## src/rtl/exe_div_unit.sv

```systemverilog
// exe_div_unit
//   Iterative 32-bit signed/unsigned divider for the EXE stage. It sits directly
//   after the ID/EXE register and produces {HI=remainder, LO=quotient} for
//   MIPS DIV/DIVU. It uses one restoring step per cycle. While the divide runs,
//   it holds IF..EXE through stall_req_o so that ID/EXE keeps the op stable.
//
// Parameters
//   OP_DIV        ALU op encoding for DIV  (signed)
//   OP_DIVU       ALU op encoding for DIVU (unsigned)
//
// Ports
//   clk           rising-edge clock
//   rst           synchronous active-high reset
//   flush_i       pipeline flush; aborts any divide in progress
//   exe_alu_op_i  ALU op from ID/EXE
//   exe_reg1_i    dividend (rs)
//   exe_reg2_i    divisor  (rt)
//   stall_req_o   combinational stall request to pipeline control
//   div_ready_o   one-cycle pulse, div_result_o valid
//   div_result_o  {remainder[63:32], quotient[31:0]}, held until next result
//
// Configuration
//   DIV_EARLY_OUT_EN  when defined, a divide with |dividend| < |divisor| skips
//                     the iteration and finishes in 2 cycles (quotient 0,
//                     remainder = original dividend).

module exe_div_unit #(
  parameter logic [7:0] OP_DIV  = 8'h1A,
  parameter logic [7:0] OP_DIVU = 8'h1B
) (
  input  logic        clk,
  input  logic        rst,
  input  logic        flush_i,
  input  logic [7:0]  exe_alu_op_i,
  input  logic [31:0] exe_reg1_i,
  input  logic [31:0] exe_reg2_i,
  output logic        stall_req_o,
  output logic        div_ready_o,
  output logic [63:0] div_result_o
);

  typedef enum logic [1:0] {IDLE, BUSY, DONE} state_t;

  state_t      state;
  state_t      state_next;

  logic [4:0]  cnt;
  logic [31:0] quot;
  logic [31:0] divisor;
  logic [31:0] rem;
  logic        op_signed;
  logic        dividend_neg;
  logic        divisor_neg;

  logic        is_div;
  logic        is_signed;
  logic [31:0] abs_dividend;
  logic [31:0] abs_divisor;
  logic        divisor_zero;
  logic        early_out;

  logic [32:0] shifted;
  logic [32:0] diff;
  logic        step_ge;
  logic [31:0] rem_step;
  logic [31:0] quot_step;
  logic [31:0] quot_fix;
  logic [31:0] rem_fix;

  // Decode the op and form operand magnitudes for the iteration.
  // abs(0x8000_0000) wraps to 0x8000_0000, which is the correct unsigned magnitude.
  always_comb begin
    is_div       = (exe_alu_op_i == OP_DIV) || (exe_alu_op_i == OP_DIVU);
    is_signed    = (exe_alu_op_i == OP_DIV);
    abs_dividend = (is_signed && exe_reg1_i[31]) ? -exe_reg1_i : exe_reg1_i;
    abs_divisor  = (is_signed && exe_reg2_i[31]) ? -exe_reg2_i : exe_reg2_i;
    divisor_zero = (exe_reg2_i == 32'h0);
  end

`ifdef DIV_EARLY_OUT_EN
  assign early_out = (abs_dividend < abs_divisor);
`else
  assign early_out = 1'b0;
`endif

  // One restoring step. The partial remainder always stays below the divisor,
  // so the shifted value is below 2*divisor. A 33-bit difference is therefore
  // enough, and bit 32 is the borrow: it is set exactly when the trial
  // subtract must be undone.
  always_comb begin
    shifted   = {rem, quot[31]};
    diff      = shifted - {1'b0, divisor};
    step_ge   = ~diff[32];
    rem_step  = step_ge ? diff[31:0] : shifted[31:0];
    quot_step = {quot[30:0], step_ge};
    quot_fix  = (op_signed && (dividend_neg ^ divisor_neg)) ? -quot_step : quot_step;
    rem_fix   = (op_signed && dividend_neg) ? -rem_step : rem_step;
  end

  // State register.
  always_ff @(posedge clk) begin
    if (rst) state <= IDLE;
    else     state <= state_next;
  end

  // Next-state logic. DONE never looks at is_div, because the finished op is
  // still sitting in ID/EXE during that cycle.
  always_comb begin
    state_next = state;
    if (flush_i) begin
      state_next = IDLE;
    end else begin
      case (state)
        IDLE:    if (is_div) state_next = (divisor_zero || early_out) ? DONE : BUSY;
        BUSY:    if (cnt == 5'd31) state_next = DONE;
        DONE:    state_next = IDLE;
        default: state_next = IDLE;
      endcase
    end
  end

  // Outputs. The stall drops in DONE so that the pipeline advances on the same
  // edge that returns the divider to IDLE.
  always_comb begin
    stall_req_o = !flush_i && (((state == IDLE) && is_div) || (state == BUSY));
    div_ready_o = (state == DONE) && !flush_i;
  end

  // Datapath: operand capture, iteration and result register.
  always_ff @(posedge clk) begin
    if (rst) begin
      cnt          <= 5'd0;
      quot         <= 32'h0;
      divisor      <= 32'h0;
      rem          <= 32'h0;
      op_signed    <= 1'b0;
      dividend_neg <= 1'b0;
      divisor_neg  <= 1'b0;
      div_result_o <= 64'h0;
    end else if (flush_i) begin
      cnt <= 5'd0;
    end else begin
      case (state)
        IDLE: begin
          if (is_div) begin
            op_signed    <= is_signed;
            dividend_neg <= is_signed && exe_reg1_i[31];
            divisor_neg  <= is_signed && exe_reg2_i[31];
            quot         <= abs_dividend;
            divisor      <= abs_divisor;
            rem          <= 32'h0;
            cnt          <= 5'd0;
            if (divisor_zero)   div_result_o <= {exe_reg1_i, 32'hFFFF_FFFF};
            else if (early_out) div_result_o <= {exe_reg1_i, 32'h0};
          end
        end
        BUSY: begin
          quot <= quot_step;
          rem  <= rem_step;
          cnt  <= cnt + 5'd1;
          if (cnt == 5'd31) div_result_o <= {rem_fix, quot_fix};
        end
        default: ;
      endcase
    end
  end

endmodule

```

## config.mk

```make
export PLATFORM = sky130hd
export DESIGN_NAME = exe_div_unit
export DESIGN_NICKNAME = d
export VERILOG_FILES = /design/src/rtl/exe_div_unit.sv
export SDC_FILE = /design/constraint.sdc
export NUM_CORES = 1
export LEC_CHECK = 0
export BUFFER_PORTS_ARGS = -buffer_cell sky130_fd_sc_hd__clkbuf_2
export CORE_ASPECT_RATIO = 0.5
export CORE_UTILIZATION = 55
export CTS_BUF_LIST = sky130_fd_sc_hd__clkbuf_4 sky130_fd_sc_hd__clkbuf_8
export DETAILED_ROUTE_END_ITERATION = 8
export MAX_ROUTING_LAYER = met4
export PLACE_DENSITY = 0.78
export SETUP_SLACK_MARGIN = 0.1
export SYNTH_ARGS = -nofsm -noshare
export SYNTH_HDL_FRONTEND = slang
export SYNTH_SLANG_ARGS = --single-unit
```

## constraint.sdc

```tcl
create_clock -name clk -period 5.3 [get_ports clk]
set_input_delay 1.06 -clock clk [delete_from_list [all_inputs] [get_ports clk]]
set_output_delay 1.06 -clock clk [all_outputs]
set_load 0.005 [all_outputs]
```

Word level (Yosys, flattened, before mapping)
Cells that the tools add are included.
{"block": "classes", "n_addsub": 6, "multipliers": 0, "div_mod_pow": 0, "order_cmp": 0, "n_eq_ne": 8, "shifts": 0, "muxes": 19, "bitwise": 3, "n_reduce_logical": 19}
{"operator": "$mux 32", "n": 7}
{"operator": "$mux 64", "n": 3}
{"operator": "$neg 32->32", "n": 4}
{"operator": "$pmux 32 s2", "n": 2}
{"operator": "$pmux 64 s2", "n": 1}
{"operator": "$sub 33x32->33", "n": 1}
{"operator": "$logic_not 32->1", "n": 1}
{"operator": "$eq 8x5->1 const B", "n": 2}
{"operator": "$pmux 5 s2", "n": 1}
{"operator": "$logic_and 1x1->1", "n": 7}
{"operator": "$mux 2", "n": 3}
{"operator": "$ne 2x2->1 const B", "n": 3}
{"operator": "$reduce_and 3->1", "n": 2}
{"operator": "$add 5x1->5 const B", "n": 1}
{"operator": "$eq 5x5->1 const B", "n": 1}
{"operator": "$mux 5", "n": 1}
{"operator": "$reduce_and 5->1", "n": 1}
{"operator": "$pmux 2 s2", "n": 1}
{"operator": "$reduce_and 2->1", "n": 2}
{"operator": "$eq 2x1->1 const B", "n": 1}
{"operator": "$eq 2x2->1 const B", "n": 1}
{"operator": "$logic_not 2->1", "n": 1}
{"operator": "$logic_or 1x1->1", "n": 2}
{"operator": "$not 1->1", "n": 2}
{"operator": "other kinds (4)", "n": 4}
{"block": "word_totals", "register_bits": 170, "latch_bits": 0, "mem_bits_rw": 0, "romBits": 0, "inputBits": 75, "out_inout_bits": 66, "word_cells": 64, "memories": 0}

Logic depth before layout (Yosys ltp)
Gate-level depths: netlist (run 1).
{"block": "logic_depth", "ltp_word": 6, "depth_mapped": 25, "ltp_nobuf": 22}

Worst setup path before layout (run 1)
Ideal clock, no wire load.
{"block": "synth_timing", "path_type": "register to register", "from": "reg quot[31]", "to": "reg div_result_o[28]", "setup_ns": 0.128, "arrival_time_ns": 4.314, "required_time_ns": 5.172, "path_slack_ns": 0.859, "stages_incl_launch_ff": 25, "path_buffers": 2, "synth_period_minus_slack_ns": 4.441, "path_cell_list": "dfxtp_1 inv_1 ha_1 inv_1 fa_1 a211oi_1 o211ai_1 nand2_1 a211oi_2 o31ai_4 nand2_4 inv_2 buf_2 buf_2 ha_1 nand3b_1 nor2_1 nand3b_1 o41ai_1 o21ai_0 nor2_1 nand2_1 xor2_1 o22ai_1 nor2_1"}
{"block": "synth_between", "elab_chain_cells": 6}
{"element": "from (decl)", "line_no": "48", "rtl": "logic [31:0] quot;"}
{"element": "from (signal assigned)", "line_no": "149", "rtl": "quot <= abs_dividend;"}
{"element": "from (signal assigned)", "line_no": "158", "rtl": "quot <= quot_step;"}
{"element": "$sub 33x32->33", "line_no": "92", "rtl": "diff = shifted - {1'b0, divisor};"}
{"element": "$not 1->1", "line_no": "93", "rtl": "step_ge = ~diff[32];"}
{"element": "$neg 32->32", "line_no": "96", "rtl": "quot_fix = (op_signed && (dividend_neg ^ divisor_neg)) ? -quot_step : quot_step;"}
{"element": "$mux 32", "line_no": "96"}
{"element": "$mux 64", "line_no": "161", "rtl": "if (cnt == 5'd31) div_result_o <= {rem_fix, quot_fix};"}
{"element": "$pmux 64 s2", "line_no": "143", "rtl": "case (state)"}
{"element": "to (signal assigned)", "line_no": "153", "rtl": "if (divisor_zero) div_result_o <= {exe_reg1_i, 32'hFFFF_FFFF};"}
{"element": "to (signal assigned)", "line_no": "154", "rtl": "else if (early_out) div_result_o <= {exe_reg1_i, 32'h0};"}
{"element": "to (signal assigned)", "line_no": "161"}
{"element": "to (decl)", "line_no": "39", "rtl": "output logic [63:0] div_result_o"}
No other way between the ends. The select of a mux whose other input is x is not followed.
A chain may end at the register's enable or synchronous reset.

Final worst setup path (run 1)
{"block": "layout_timing", "from": "reg quot[31]", "to": "reg div_result_o[24]"}
Same word-level chain as after synthesis.

==> results.yml, run 1 <==
run_status:
  status: "completed"
placement:
  gp_congestion: 0.970
  port_buffers: 140
  hpwl_um: 29400
  dp.cells: 1973
worst_setup_path:
  worstReg2RegStart: "quot[31]"
  path_class: "register to register"
  r2r-end: "div_result_o[24]"
  worstPathRequired_ns: 5.65
  start_kind: "register"
  r2r_slack_ns: 0.52
  setup.worst_path.end_class: "register"
  ff2ff_path_depth: 22
  cp_max_fo: 9
  critical_path_arrival_ns: 5.14
min_path:
  worstHoldPathCells: 2
  min-delay-start: "div_result_o[44]"
  min_to: "div_result_o[44]"
  hold_class: "register to register"
clock_network:
  postCtsSetupBuffers: 0
  numClockSinks: 170
  clk_path_buf_depth: 2
  cts_buffers: 17
  cts_root_buffer: "clkbuf_8"
  clk_latency_ns: 0.50
  cts_tree: "yes"
  htreeDepth: 4
  clk_pin_slew_ns: 0.11
power:
  design_power_total_uw: 2750
  ir_worst_vdd_uv: 141
  p_leak_uw: 0.00533
  p_per_area_nw_per_um2: 207
timing:
  whs_ns: 0.483
  max_freq_ghz: 0.209
  finalHoldViolCount: 0
  setup-violations-final: 0
  rsz0062_at_grt: "no"
  setup_tns_ns: 0
  relSlewSlack_pct: 20.2
  fin_crit_ns: 4.78
  period_share_pct: 90.2
  worst-slew-pin-transition_ns: 1.20
  fin_skew_ns: 0.0206
  slew_viol_final: 0
synthesis:
  synth_cells: 1635
  async_flop_share_pct: 0
  ys_seq_elements: 170
  yosysWarnings: 0
  ys_seq_area_share_pct: 28.1
  syn_nets: 1749
  synth_area_per_cell_um2: 7.41
  syn_area_um2: 12100
  yosysUniqueCellTypes: 80
  synth_ff_type: "dfxtp_1"
  synth_edf_count: 0
die:
  rows: 37
  dieWidth_um: 212
  start_util_pct: 57.5
  top_level_ports: 141
  dieArea_um2: 22700
  core_area_um2: 21100
  fp.dieH_um: 107
finish:
  fin_cells: 2005
  num_antenna_cells: 0
  final_common_cell: "nor2_1"
  fillers: 1958
  final_layout_size_suffix_gt1_share_pct: 13.0
  final_cell_mix: "288 x nor2_1, 170 x dfxtp_1, 139 x clkbuf_2"
  area_growth_pct: 9.90
  nets: 1814
grt:
  grt_first_pass_wirelength_um: 61000
  antenna_found_initial: 2
  grt_overflow: 0
  grt_start_max_net_pins: 113
  grt_pass1_vias: 11137
  grt_usage_pct: 35.5
routing:
  drc_errors: 0
  antenna_left: 0
  drt_first_pass_iters: 6
  drt_wl_total_um: 39000
  num_vias: 12771
  routed_via_density: 6.37
  drt_iter0_markers: 1540
  routedWlPerCell_um: 19.5
run:
  cap_violations: 0
-- area by class of cell --
class	count	area (um2)	area share [%]
clock buffers	18	248	1.86
multi-input cells	1306	8110	60.9
inverters	52	195	1.47
flip-flops and latches	170	3400	25.6
well taps	292	365	2.74
clock inverters	14	178	1.33
repair buffers	153	813	6.11
-- registers in the layout, indices dropped and copies added (netlist names) --
register and count:
div_result_o 64, rem 32, divisor_neg 1, state 2, divisor 32, dividend_neg 1
op_signed 1, cnt 5, quot 32
-- worst max path at each step --
stage,slack (ns),endpoint,startpoint,cells past startpoint
after global placement,0.60,div_result_o[28],quot[31],22
after global routing,0.11,div_result_o[26],quot[31],22
after floorplan,0.86,div_result_o[28],quot[31],24
after CTS,0.43,div_result_o[26],quot[31],22
final,0.52,div_result_o[24],quot[31],22
after detailed placement,0.49,div_result_o[26],quot[31],22
-- Yosys cell counts (9+ instances only) --
cell / n / area (um2)
nor2_1: 290 / 1090
dfxtp_1: 170 / 3400
a21oi_1: 138 / 691
nand2_1: 127 / 477
a211oi_1: 85 / 638
clkbuf_1: 79 / 297
o21ai_0: 68 / 340
xor2_1: 65 / 569
xnor2_1: 53 / 464
inv_1: 51 / 191
ha_1: 38 / 475
nor3_1: 36 / 180
a311oi_1: 34 / 298
nand3_1: 28 / 140
o31ai_1: 25 / 188
a22oi_1: 22 / 165
buf_2: 22 / 110
or3_1: 22 / 138
nor4_1: 19 / 119
mux2i_1: 18 / 180
a31oi_1: 16 / 100
o211ai_1: 14 / 105
a21o_1: 13 / 97.6
o41ai_1: 13 / 114
and2_1: 12 / 75.1
o22ai_1: 12 / 75.1
nand2b_1: 11 / 68.8
nand4_1: 10 / 62.6
and3_1: 9 / 56.3
-- per-stage QoR --
step | instance area, um2 | setup WS (ns) | util (%)
3_5_place_dp | 12900 | 0.491 | 61.1
3_3_place_gp | 12900 | 0.597 | 61.1
5_1_grt | 13300 | 0.108 | 63.2
6_report | 13300 | 0.518 | 63.2
4_1_cts | 13300 | 0.429 | 63.2
2_1_floorplan | 12100 | 0.859 | -
-- power by group --
| part | total, uW | switching (uW) | internal (uW) |
|---|---|---|---|
| sequential | 1280 | 3.41 | 1280 |
| combinational | 443 | 296 | 147 |
| clock | 1020 | 571 | 453 |
-- kinds of logic (layout without fill, tap and decap cells) --
kind of cell	count (synthesis)	after routing	synth area share, %
xor gates and xnor gates	118	118	8.53
buffers and inverters	159	237	5.25
DFF	170	170	28.1
AOI/OAI and AO/OA	507	507	28.3
muxes	24	24	2.08
and+or+nand+nor	618	618	23.6
adders and majority gates	39	39	4.09
-- per-layer routing --
layer | vias to the layer above | global-route usage (%) | wire length (um)
met1 | 5973 | 49.4 | 17700
met2 | 646 | 52.3 | 16900
li1 | 6087 | - | -
met4 | 0 | 9.47 | 758
met5 | - | - | 0
met3 | 65 | 6.77 | 3690
-- what timing repair did --
action / 4_1_cts / 5_1_grt
hold buffers: 0 / 0
resized for setup: 0 / 1
setup endpoints to repair: 0 / 5
endpoints found under the hold margin: 0 / 0
-- critical path: stages (launching register included) --
cell      delay (ns)
dfxtp_1         0.36
inv_1           0.07
ha_1            0.17
inv_1           0.06
fa_1            0.42
a211oi_1        0.37
o211ai_1        0.16
nand2_1         0.17
a211oi_2        0.15
o31ai_4         0.44
nand2_4         0.14
inv_2           0.09
ha_1            0.22
nand3b_1        0.17
nor2_1          0.21
nand3b_1        0.13
o41ai_2         0.31
o21ai_0         0.27
nor2_1          0.29
nand2_1         0.10
xor2_1          0.15
o22ai_1         0.12
nor2_1          0.06
(Power assumes the default switching activity.)
==> run 2: changes to the inputs <==
clock period = 4.65 ns   (was 5.3 ns; I/O delays follow)
==> run 2 against run 1 <==
  * Register-to-register slack got worse by 0.19 ns
  * Die area unchanged
  * Count of clock-buffer cells in the layout is 4 higher
  * Combinational power rose by 17%
  * Clock skew is 0.0062 ns lower
  * Via count increased by 0.45%
  * Critical path type unchanged
  * Highest routed layer unchanged
==> results.yml, run 2 (synthesized netlist as in run 1, its figures left out) <==
timing:
  period_share_pct: 92.9
  rsz0062_at_grt: "no"
  max_freq_ghz: 0.232
  slew_viol_final: 0
  fin_crit_ns: 4.32
  setup-violations-final: 0
  finalHoldViolCount: 0
  setup_tns_ns: 0
  worst-slew-pin-transition_ns: 0.894
  relSlewSlack_pct: 39.5
  fin_skew_ns: 0.0144
worst_setup_path:
  r2r-end: "div_result_o[40]"
  critical_path_arrival_ns: 4.76
  ff2ff_path_depth: 19
  worstReg2RegStart: "quot[31]"
  path_class: "register to register"
  setup.worst_path.end_class: "register"
  cp_max_fo: 41
  worstPathRequired_ns: 5.09
  r2r_slack_ns: 0.33
  start_kind: "register"
  critPathLaunch: "quot[31]"
power:
  p_per_area_nw_per_um2: 228
  ir_worst_vdd_uv: 211
  design_power_total_uw: 3070
  p_comb_share_pct: 16.8
  p_leak_uw: 0.00539
  clockPowerShare_pct: 35.5
  p_int_uw: 2150
  switching_power_uw: 918
  seq_power_share_pct: 47.7
  swShare_pct: 29.9
clock_network:
  cts_tree: "yes"
  htreeDepth: 4
  clk_latency_ns: 0.51
  numClockSinks: 170
  cts_buffers: 17
  cts_root_buffer: "clkbuf_8"
  clk_pin_slew_ns: 0.10
  clk_path_buf_depth: 2
run_status:
  status: "completed"
finish:
  regMostFlops: "div_result_o"
  fin_cells: 2023
  final_layout_size_suffix_gt1_share_pct: 14.4
  final_common_cell: "nor2_1"
  multi_input_area_um2: 8130
  largest_register_ff_count: 64
  regArea_um2: 3410
  nets: 1832
  fillers: 1949
  fin_util_pct: 63.8
  final_cell_mix: "285 x nor2_1, 168 x dfxtp_1, 139 x clkbuf_2"
  area_growth_pct: 11.0
routing:
  drt_iter0_markers: 1647
  drc_errors: 0
  num_vias: 12828
  top_layer: "met4"
  drt_wl_total_um: 39100
  antenna_left: 0
  wl_met1_um: 17400
  drt_first_pass_iters: 6
  routedWlPerCell_um: 19.3
  wl_met3_um: 3900
  route.met2.wl_um: 17000
  routed_via_density: 6.34
grt:
  grt_start_max_net_pins: 86
  grt_first_pass_wirelength_um: 60400
  grt_usage_pct: 35.2
  grt_overflow: 0
  antenna_found_initial: 0
  grt_pass1_vias: 11231
placement:
  hpwl_um: 29500
  gp_congestion: 0.988
  dp.cells: 1989
  port_buffers: 140
die:
  core_area_um2: 21100
  rows: 37
  dieWidth_um: 212
  top_level_ports: 141
  fp.dieH_um: 107
  dieArea_um2: 22700
  start_util_pct: 57.5
min_path:
  min-delay-start: "divisor[31]"
  hold_class: "register to register"
  min_to: "divisor[31]"
  worstHoldPathCells: 2
run:
  cap_violations: 0
run 2: cell types whose count changed in the layout (fill, tap and decap cells not counted), sizes merged:
cell	previous run	this run
clkinv	3	1
buf	14	32
inv	60	54
clkbuf	157	161
diode	0	1
clkinvlp	1	4
run 2: metal layers:
layer,vias up,track usage (%)
li1,6121,-
met1,6001,47.9
met2,632,52.7
met3,74,7.62
met4,0,9.68
met5,-,-
run 2: worst max-delay path, cell delays in order (launching register included):
cell	delay [ns]
dfxtp_2	0.35
inv_1	0.07
ha_1	0.17
inv_1	0.06
fa_1	0.44
a211oi_2	0.25
o211ai_1	0.16
nand2_2	0.17
a211oi_4	0.10
a211o_1	0.35
nand2_4	0.09
buf_6	0.33
nand2_1	0.12
o21ai_0	0.18
ha_2	0.35
o21ai_0	0.22
and3_1	0.24
o311ai_0	0.33
o21ai_0	0.15
nor2_1	0.10
run 2: per-stage QoR:
stage               hold WS, ns  setup slack (ns)  area (um2)
floorplan                 0.446             0.209       12100
global placement          0.462             0.366       13000
detailed placement        0.461             0.157       13000
CTS                       0.473             0.194       13400
global route              0.518            0.0736       13400
finish                    0.474             0.331       13400
run 2: how the worst max path moves through the flow:
| stage | to | slack (ns) | cells past startpoint |
|---|---|---|---|
| detailed placement | div_result_o[40] | 0.16 | 17 |
| global route | div_result_o[24] | 0.07 | 23 |
| CTS | div_result_o[40] | 0.19 | 17 |
| finish | div_result_o[40] | 0.33 | 19 |
| global placement | div_result_o[40] | 0.37 | 17 |
| floorplan | div_result_o[28] | 0.21 | 24 |
run 2: timing repair:
| item | in CTS | in global routing |
|---|---|---|
| hold endpoints to repair | 0 | 0 |
| cloned | 0 | 0 |
| gates resized for setup | 1 | 12 |
| pin swaps | 0 | 5 |
| buffers inserted | 0 | 2 |
| hold buffers | 0 | 0 |
| endpoints found under the setup margin | 1 | 16 |
run 2: layout make-up:
type | instances | area share (%)
Antenna cell | 1 | 0.0186
Clock buffer | 22 | 2.07
Clock inverter | 9 | 0.865
Inverter | 52 | 1.45
Multi-Input combinational cell | 1306 | 60.5
Sequential cell | 170 | 25.3
Tap cell | 292 | 2.72
Timing Repair Buffer | 171 | 7.08
run 2: power by group through the flow:
stage	combinational (uW)	clock (uW)	sequential [uW]
after floorplan	321	0	1500
after global placement	484	0	1500
after detailed placement	492	0	1500
after CTS	495	1100	1460
after global routing	549	1160	1460
final	517	1090	1460
